**config.mk**
```make
export PLATFORM = sky130hd
export DESIGN_NAME = instruction_fetch_flat
export DESIGN_NICKNAME = d
export VERILOG_FILES = /design/src/rtl/instruction_fetch_if.sv /design/src/rtl/instruction_fetch.sv /design/src/flat_wrapper.sv
export SDC_FILE = /design/constraint.sdc
export NUM_CORES = 1
export LEC_CHECK = 0
export ABC_CLOCK_PERIOD_IN_PS = 2400
export CAP_MARGIN = 20
export CORE_AREA = 2 2 70 79
export DETAILED_ROUTE_END_ITERATION = 10
export DIE_AREA = 0 0 72 81
export PLACE_DENSITY = 0.74
export SLEW_MARGIN = 10
export SYNTH_ARGS = -nofsm -noshare
export SYNTH_HDL_FRONTEND = slang
export SYNTH_SLANG_ARGS = --single-unit
```
**constraint.sdc**
```tcl
create_clock -name clock -period 2.4 [get_ports clock]
set_input_delay 0.48 -clock clock [delete_from_list [all_inputs] [get_ports clock]]
set_output_delay 0.48 -clock clock [all_outputs]
set_load 0.005 [all_outputs]
```
**src/rtl/instruction_fetch_if.sv**
```systemverilog
// Fetch-side bus: ROM address/data, the decode valid/ready slot and the
// branch redirect from execute.
interface instruction_fetch_if;
  logic [7:0] rom_address;
  logic [8:0] rom_instruction;
  logic [8:0] instr_out;
  logic       instr_valid;
  logic       instr_ready;
  logic       branch_taken;
  logic [7:0] branch_target;

  modport master (
    output rom_address,
    input  rom_instruction,
    output instr_out,
    output instr_valid,
    input  instr_ready,
    input  branch_taken,
    input  branch_target
  );

  modport slave (
    input  rom_address,
    output rom_instruction,
    input  instr_out,
    input  instr_valid,
    output instr_ready,
    output branch_taken,
    output branch_target
  );
endinterface

```
**src/rtl/instruction_fetch.sv**
```systemverilog
// Program counter and fetch stage for the 9-bit BaLuGa core: drives the ROM,
// holds one fetched word for decode, follows branches and stops on halt.
module instruction_fetch #(
  parameter logic [8:0] HALT_INSTR = 9'b0111_00_010,
  parameter int         CNT_W      = 16
) (
  input  logic                clock,
  input  logic                reset_n,
  input  logic                start,
  input  logic [7:0]          start_address,
  instruction_fetch_if.master bus,
  output logic [7:0]          pc_out,
  output logic                halted,
  output logic                pc_wrap,
  output logic [CNT_W-1:0]    cycle_count
);

  typedef enum logic [1:0] {
    IDLE   = 2'd0,
    FETCH  = 2'd1,
    DRAIN  = 2'd2,
    HALTED = 2'd3
  } state_t;

  state_t           state_reg,  state_next;
  logic [7:0]       pc_reg,     pc_next;
  logic [8:0]       instr_reg,  instr_next;
  logic             valid_reg,  valid_next;
  logic             halted_reg, halted_next;
  logic             wrap_reg,   wrap_next;
  logic [CNT_W-1:0] count_reg,  count_next;

  logic load;
  assign load = (state_reg == FETCH) && (!valid_reg || bus.instr_ready);

  always_ff @(posedge clock or negedge reset_n) begin
    if (!reset_n) begin
      state_reg  <= IDLE;
      pc_reg     <= 8'd0;
      instr_reg  <= 9'd0;
      valid_reg  <= 1'b0;
      halted_reg <= 1'b0;
      wrap_reg   <= 1'b0;
      count_reg  <= '0;
    end else begin
      state_reg  <= state_next;
      pc_reg     <= pc_next;
      instr_reg  <= instr_next;
      valid_reg  <= valid_next;
      halted_reg <= halted_next;
      wrap_reg   <= wrap_next;
      count_reg  <= count_next;
    end
  end

  always_comb begin
    state_next  = state_reg;
    pc_next     = pc_reg;
    instr_next  = instr_reg;
    valid_next  = valid_reg;
    halted_next = halted_reg;
    wrap_next   = wrap_reg;
    count_next  = count_reg;

    if ((state_reg == FETCH || state_reg == DRAIN) && (count_reg != {CNT_W{1'b1}}))
      count_next = count_reg + {{(CNT_W-1){1'b0}}, 1'b1};

    case (state_reg)
      IDLE: begin
        if (start) begin
          pc_next    = start_address;
          state_next = FETCH;
        end
      end
      FETCH: begin
        // A redirect flushes the slot even when decode is ready to take it.
        if (bus.branch_taken) begin
          valid_next = 1'b0;
          pc_next    = bus.branch_target;
        end else if (load) begin
          instr_next = bus.rom_instruction;
          valid_next = 1'b1;
          if (bus.rom_instruction == HALT_INSTR) begin
            state_next = DRAIN;
          end else begin
            pc_next = pc_reg + 8'd1;
            if (pc_reg == 8'hFF)
              wrap_next = 1'b1;
          end
        end
      end
      DRAIN: begin
        if (bus.branch_taken) begin
          valid_next = 1'b0;
          pc_next    = bus.branch_target;
          state_next = FETCH;
        end else if (valid_reg && bus.instr_ready) begin
          valid_next  = 1'b0;
          halted_next = 1'b1;
          state_next  = HALTED;
        end
      end
      HALTED: begin
        if (start) begin
          halted_next = 1'b0;
          wrap_next   = 1'b0;
          count_next  = '0;
          pc_next     = start_address;
          state_next  = FETCH;
        end
      end
      default: state_next = IDLE;
    endcase
  end

  assign bus.rom_address = pc_reg;
  assign bus.instr_out   = instr_reg;
  assign bus.instr_valid = valid_reg;
  assign pc_out          = pc_reg;
  assign halted          = halted_reg;
  assign pc_wrap         = wrap_reg;
  assign cycle_count     = count_reg;

endmodule

```
**src/flat_wrapper.sv**
```systemverilog
// flat-port wrapper written by rule: the top's interface ports become plain ports
module instruction_fetch_flat 
#(
  parameter logic [8:0] HALT_INSTR = 9'b0111_00_010,
  parameter int         CNT_W      = 16
)
  (clock, reset_n, start, start_address, pc_out, halted, pc_wrap, cycle_count, bus_rom_address, bus_rom_instruction, bus_instr_out, bus_instr_valid, bus_instr_ready, bus_branch_taken, bus_branch_target);
  instruction_fetch_if bus_i ();
  input  logic clock;
  input  logic reset_n;
  input  logic start;
  input  logic [7:0] start_address;
  output logic [7:0] pc_out;
  output logic halted;
  output logic pc_wrap;
  output logic [CNT_W-1:0] cycle_count;
  output wire logic [$bits(bus_i.rom_address)-1:0] bus_rom_address;
  input wire logic [$bits(bus_i.rom_instruction)-1:0] bus_rom_instruction;
  output wire logic [$bits(bus_i.instr_out)-1:0] bus_instr_out;
  output wire logic [$bits(bus_i.instr_valid)-1:0] bus_instr_valid;
  input wire logic [$bits(bus_i.instr_ready)-1:0] bus_instr_ready;
  input wire logic [$bits(bus_i.branch_taken)-1:0] bus_branch_taken;
  input wire logic [$bits(bus_i.branch_target)-1:0] bus_branch_target;
  assign bus_rom_address = bus_i.rom_address;
  assign bus_i.rom_instruction = bus_rom_instruction;
  assign bus_instr_out = bus_i.instr_out;
  assign bus_instr_valid = bus_i.instr_valid;
  assign bus_i.instr_ready = bus_instr_ready;
  assign bus_i.branch_taken = bus_branch_taken;
  assign bus_i.branch_target = bus_branch_target;
  instruction_fetch #(.HALT_INSTR(HALT_INSTR), .CNT_W(CNT_W)) u_core (.clock(clock), .reset_n(reset_n), .start(start), .start_address(start_address), .bus(bus_i), .pc_out(pc_out), .halted(halted), .pc_wrap(pc_wrap), .cycle_count(cycle_count));
endmodule
```
==> results.md <==
Outcome:
- The run finished with clean final reports.

Route:
- The post-route antenna net violation count is 0.
- The total detailed-routing wirelength is 5818 um.
- After detailed routing, the number of remaining DRC violations is 0.
- The routed layout has 2133 vias.
- The average wire per standard cell is 15.56 um.
- The first TritonRoute pass finished after 4 iterations.
- After the first detailed-routing iteration, the DRC count stood at 225.
- The via-per-instance ratio is 5.703.

Layout:
- The number of antenna diodes in the final layout is 0.
- Leaving out fill and tap cells, the most frequent cell in the layout is sky130_fd_sc_hd__clkdlybuf4s50_1.
- The layout-stage area growth over the synthesis result is 40.67%.
- The share of final-layout standard cells stronger than drive strength 1 is 10.51%.
- The number of nets in the layout is 348.
- The register with the most flip-flops in the layout has 16 of them.
- The multi-input combinational cell area is 1180 um^2.
- The sequential cells in the finished layout cover a total of 950.9 um^2.
- The library cells used most frequently in the layout, excluding fill and tap cells, are 72 x sky130_fd_sc_hd__clkdlybuf4s50_1, 38 x sky130_fd_sc_hd__dfrtp_1, 26 x sky130_fd_sc_hd__nor2_1.
- The finished layout holds 374 standard cells, fillers aside.
- The count of filler cells inserted in the layout is 452.

Synth:
- Yosys printed 0 warnings.
- The average cell area after synthesis is 9.345 um^2.
- Summing the areas of all and, or, nand and nor instances in the mapped netlist gives 21.00% of the synthesized area.
- The dominant synthesized flop cell is sky130_fd_sc_hd__dfrtp_1.
- By area, the combinational part of the netlist is dominated by simple AND/OR/NAND/NOR gates.
- Ranked by total cell area, the synthesized netlist is headed by sky130_fd_sc_hd__dfrtp_1 42%, sky130_fd_sc_hd__mux2_2 5.0%, sky130_fd_sc_hd__nor2_1 4.3%.
- The flip-flop and latch count after synthesis is 38.
- Measured against the total synthesized area, the mux share comes to 6.889%.
- The post-synth net total is 276.
- The number of flops mapped to enable cells by yosys is 0.
- The post-synthesis cell type with the largest combined area is sky130_fd_sc_hd__dfrtp_1.
- The proportion of synthesized chip area in sequential cells is 42.22%.
- The share of the synthesized area in compound gates (AO/OA/AOI/OAI) is 19.39%.
- The total standard cell area after synthesis is 2252 um^2.
- The adder-cell share of the synthesized area is 2.778%.
- The count of unique library cells instantiated by Yosys is 53.
- The number of cells produced by synthesis is 241.
- The fraction of synthesized cell area taken by the top area cell type is 42.22%.
- For this run, asynchronously set or reset flops after synthesis account for 100.0%.
- The post-synthesis share of cell area spent on xor and xnor gates is 2.333%.

Worst setup path:
- The worst setup path startpoint is bus_rom_instruction[1].
- On the critical path, the stage with the largest delay is an instance of sky130_fd_sc_hd__or4_1.
- The critical path's largest stage delay is 500 ps.
- The critical path's top delay family is simple AND/OR/NAND/NOR gates.
- In this run the critical register-to-register path is launched from u_core.state_reg[0].
- In this run the worst path has a maximum fanout of 4.
- The startpoint class of the critical path is an input pin.
- The number of buffer and inverter stages on the critical path is 1.
- STA classifies the critical path endpoint as a flip-flop.
- The critical path goes through clkdlybuf4s50_1, or3b_1, or4_1, nor3b_4, a41o_1, a21oi_1.
- The worst reg2reg path depth is 6.
- The required time reported for the critical path endpoint is 2620 ps.
- By startpoint and endpoint, the worst setup path is classified as in2reg.
- In this run the number of cells on the critical path is 6.
- For the worst setup path, the data arrival time is 2420 ps.

Global routing:
- The initial antenna violation count is 0.
- The total global routing track utilization is 21.10%.
- The first-pass GRT wire length is 9742 um.
- The number of global-route vias before repair is 2041.
- The maximum number of pins on one net before global-route repair is 39.
- Summed over all layers, the global routing overflow is 0.

STA:
- The number of max-slew violations in the final report is 0.
- On the final layout, the worst clock skew is 7.506 ps.
- The number of hold violations in the final report came to 0.
- Setup repair after global routing left no endpoint under its margin.
- The pin slew with the least headroom to its limit is 872.6 ps.
- The maximum operating frequency is 454.6 MHz.
- Counting I/O delays and the setup requirement, the final critical path takes 2200 ps.
- Measured against its own limit, the worst slew margin works out to 41.83%.
- Setup violations remaining at the end of the flow were counted as 0.
- The worst hold slack after final layout is 285.5 ps.
- After layout, the worst path uses 91.67% of the clock period.

Placed design:
- The HPWL after detailed placement is 4216 um.
- The placed instance count is 366.
- The number of port buffers is 73.
- At the end of routability-driven placement, the weighted congestion stood at 0.8549.

Floorplan:
- The number of placement rows is 28.
- The die width is 72 um.
- The floorplan step set the die height to 81 um.
- The core area is 5150 um^2.
- Once the floorplan was initialized, standard cells occupied 43.73% of the core.
- 74 I/O pins were placed.
- The die covers 5832 um^2.

Clock network:
- The CTS H-tree depth is 2.
- At the later pin of the worst-skew pair, clock insertion delay measures 300 ps.
- The number of setup buffers added after CTS is 0.
- TritonCTS created 5 clock buffers.
- The CTS tree is yes.
- The number of gates resized after CTS is 0.
- Clock-pin slew was measured on the worst setup and hold paths at 80 ps.
- The cell sitting at the root of the clock tree is a sky130_fd_sc_hd__clkbuf_8.
- CTS saw 38 sinks.
- The count of hold buffers inserted by post-cts repair is 0.
- The clock passes through at most 2 buffers.

Job:
- The count of max-cap constraint violations is 0.

Power and ir drop:
- Summed over all cells, the static leakage comes to 1.291 nW.
- The peak ir drop on the vdd network is 483.4 uV.
- The power density normalized to cell area is 983.6 nW/um^2.

Worst hold path:
- In this run the worst hold path is classified as in2async.
[cell type report]
class / count / share of cell area [%]
multi-input combinational: 179 / 37.24
clock inverter: 2 / 1.896
timing repair buffer: 82 / 25.04
sequential: 38 / 30.02
inverter: 7 / 0.8294
clock buffer: 6 / 2.607
tap: 60 / 2.370
[final timing paths]
check,end,slack (ps)
hold reg to reg,u_core.bus.instr_out[5],510
setup / recovery,u_core.bus.rom_address[6],200
max in group asynchronous,u_core.bus.rom_address[0],1560
setup reg to reg,u_core.bus.rom_address[1],320
hold / removal,u_core.bus.rom_address[3],290
min in group clock,u_core.bus.instr_out[5],510
[metal layers]
metal	track usage, %	wire length, um
met2	35.37	2774
met4	6.792	79
met3	4.963	384
met1	26.97	2580
met5	0	0
[power breakdown]
group	internal, mW	switching (mW)	total [mW]
registers	0.832	0.217	1.05
logic	0.813	0.568	1.38
clock network	0.444	0.243	0.686
total	2.09	1.03	3.12
[cell usage after synthesis (all sizes together), types with 4 or more instances]
| library cell | n |
|---|---|
| nor2 | 26 |
| a22oi | 4 |
| buf | 9 |
| ha | 5 |
| a21oi | 18 |
| nand2 | 12 |
| dfrtp | 38 |
| o21ai | 20 |
| nor3 | 6 |
| nand4 | 7 |
| inv | 7 |
| mux2 | 12 |
| clkbuf | 8 |
| xnor2 | 5 |
| a221oi | 4 |
| nand3 | 8 |
[through the flow]
step / setup slack [ps] / total power, mW / setup TNS, ps / utilization [%] / area, um^2
6_report: 200.0 / 3.116 / 0 / 61.52 / 3168
5_1_grt: 123.1 / 3.322 / 0 / 61.52 / 3168
4_1_cts: 202.4 / 3.132 / 0 / 61.52 / 3168
3_5_place_dp: -102.3 / 2.443 / -248.6 / 58.75 / 3025
2_1_floorplan: 426.9 / 1.763 / 0 / - / 2252
3_3_place_gp: -76.05 / 2.411 / -177.9 / 58.75 / 3025
[cell families after synthesis]
logic type                 after synthesis
muxes                                   14
xor gates and xnor gates                 6
buffers and inverters                   24
adders and majority gates                5
and+or+nand+nor                         86
AOI/OAI and AO/OA                       68
DFF                                     38
Note: power is estimated with default switching activity, not from simulation.
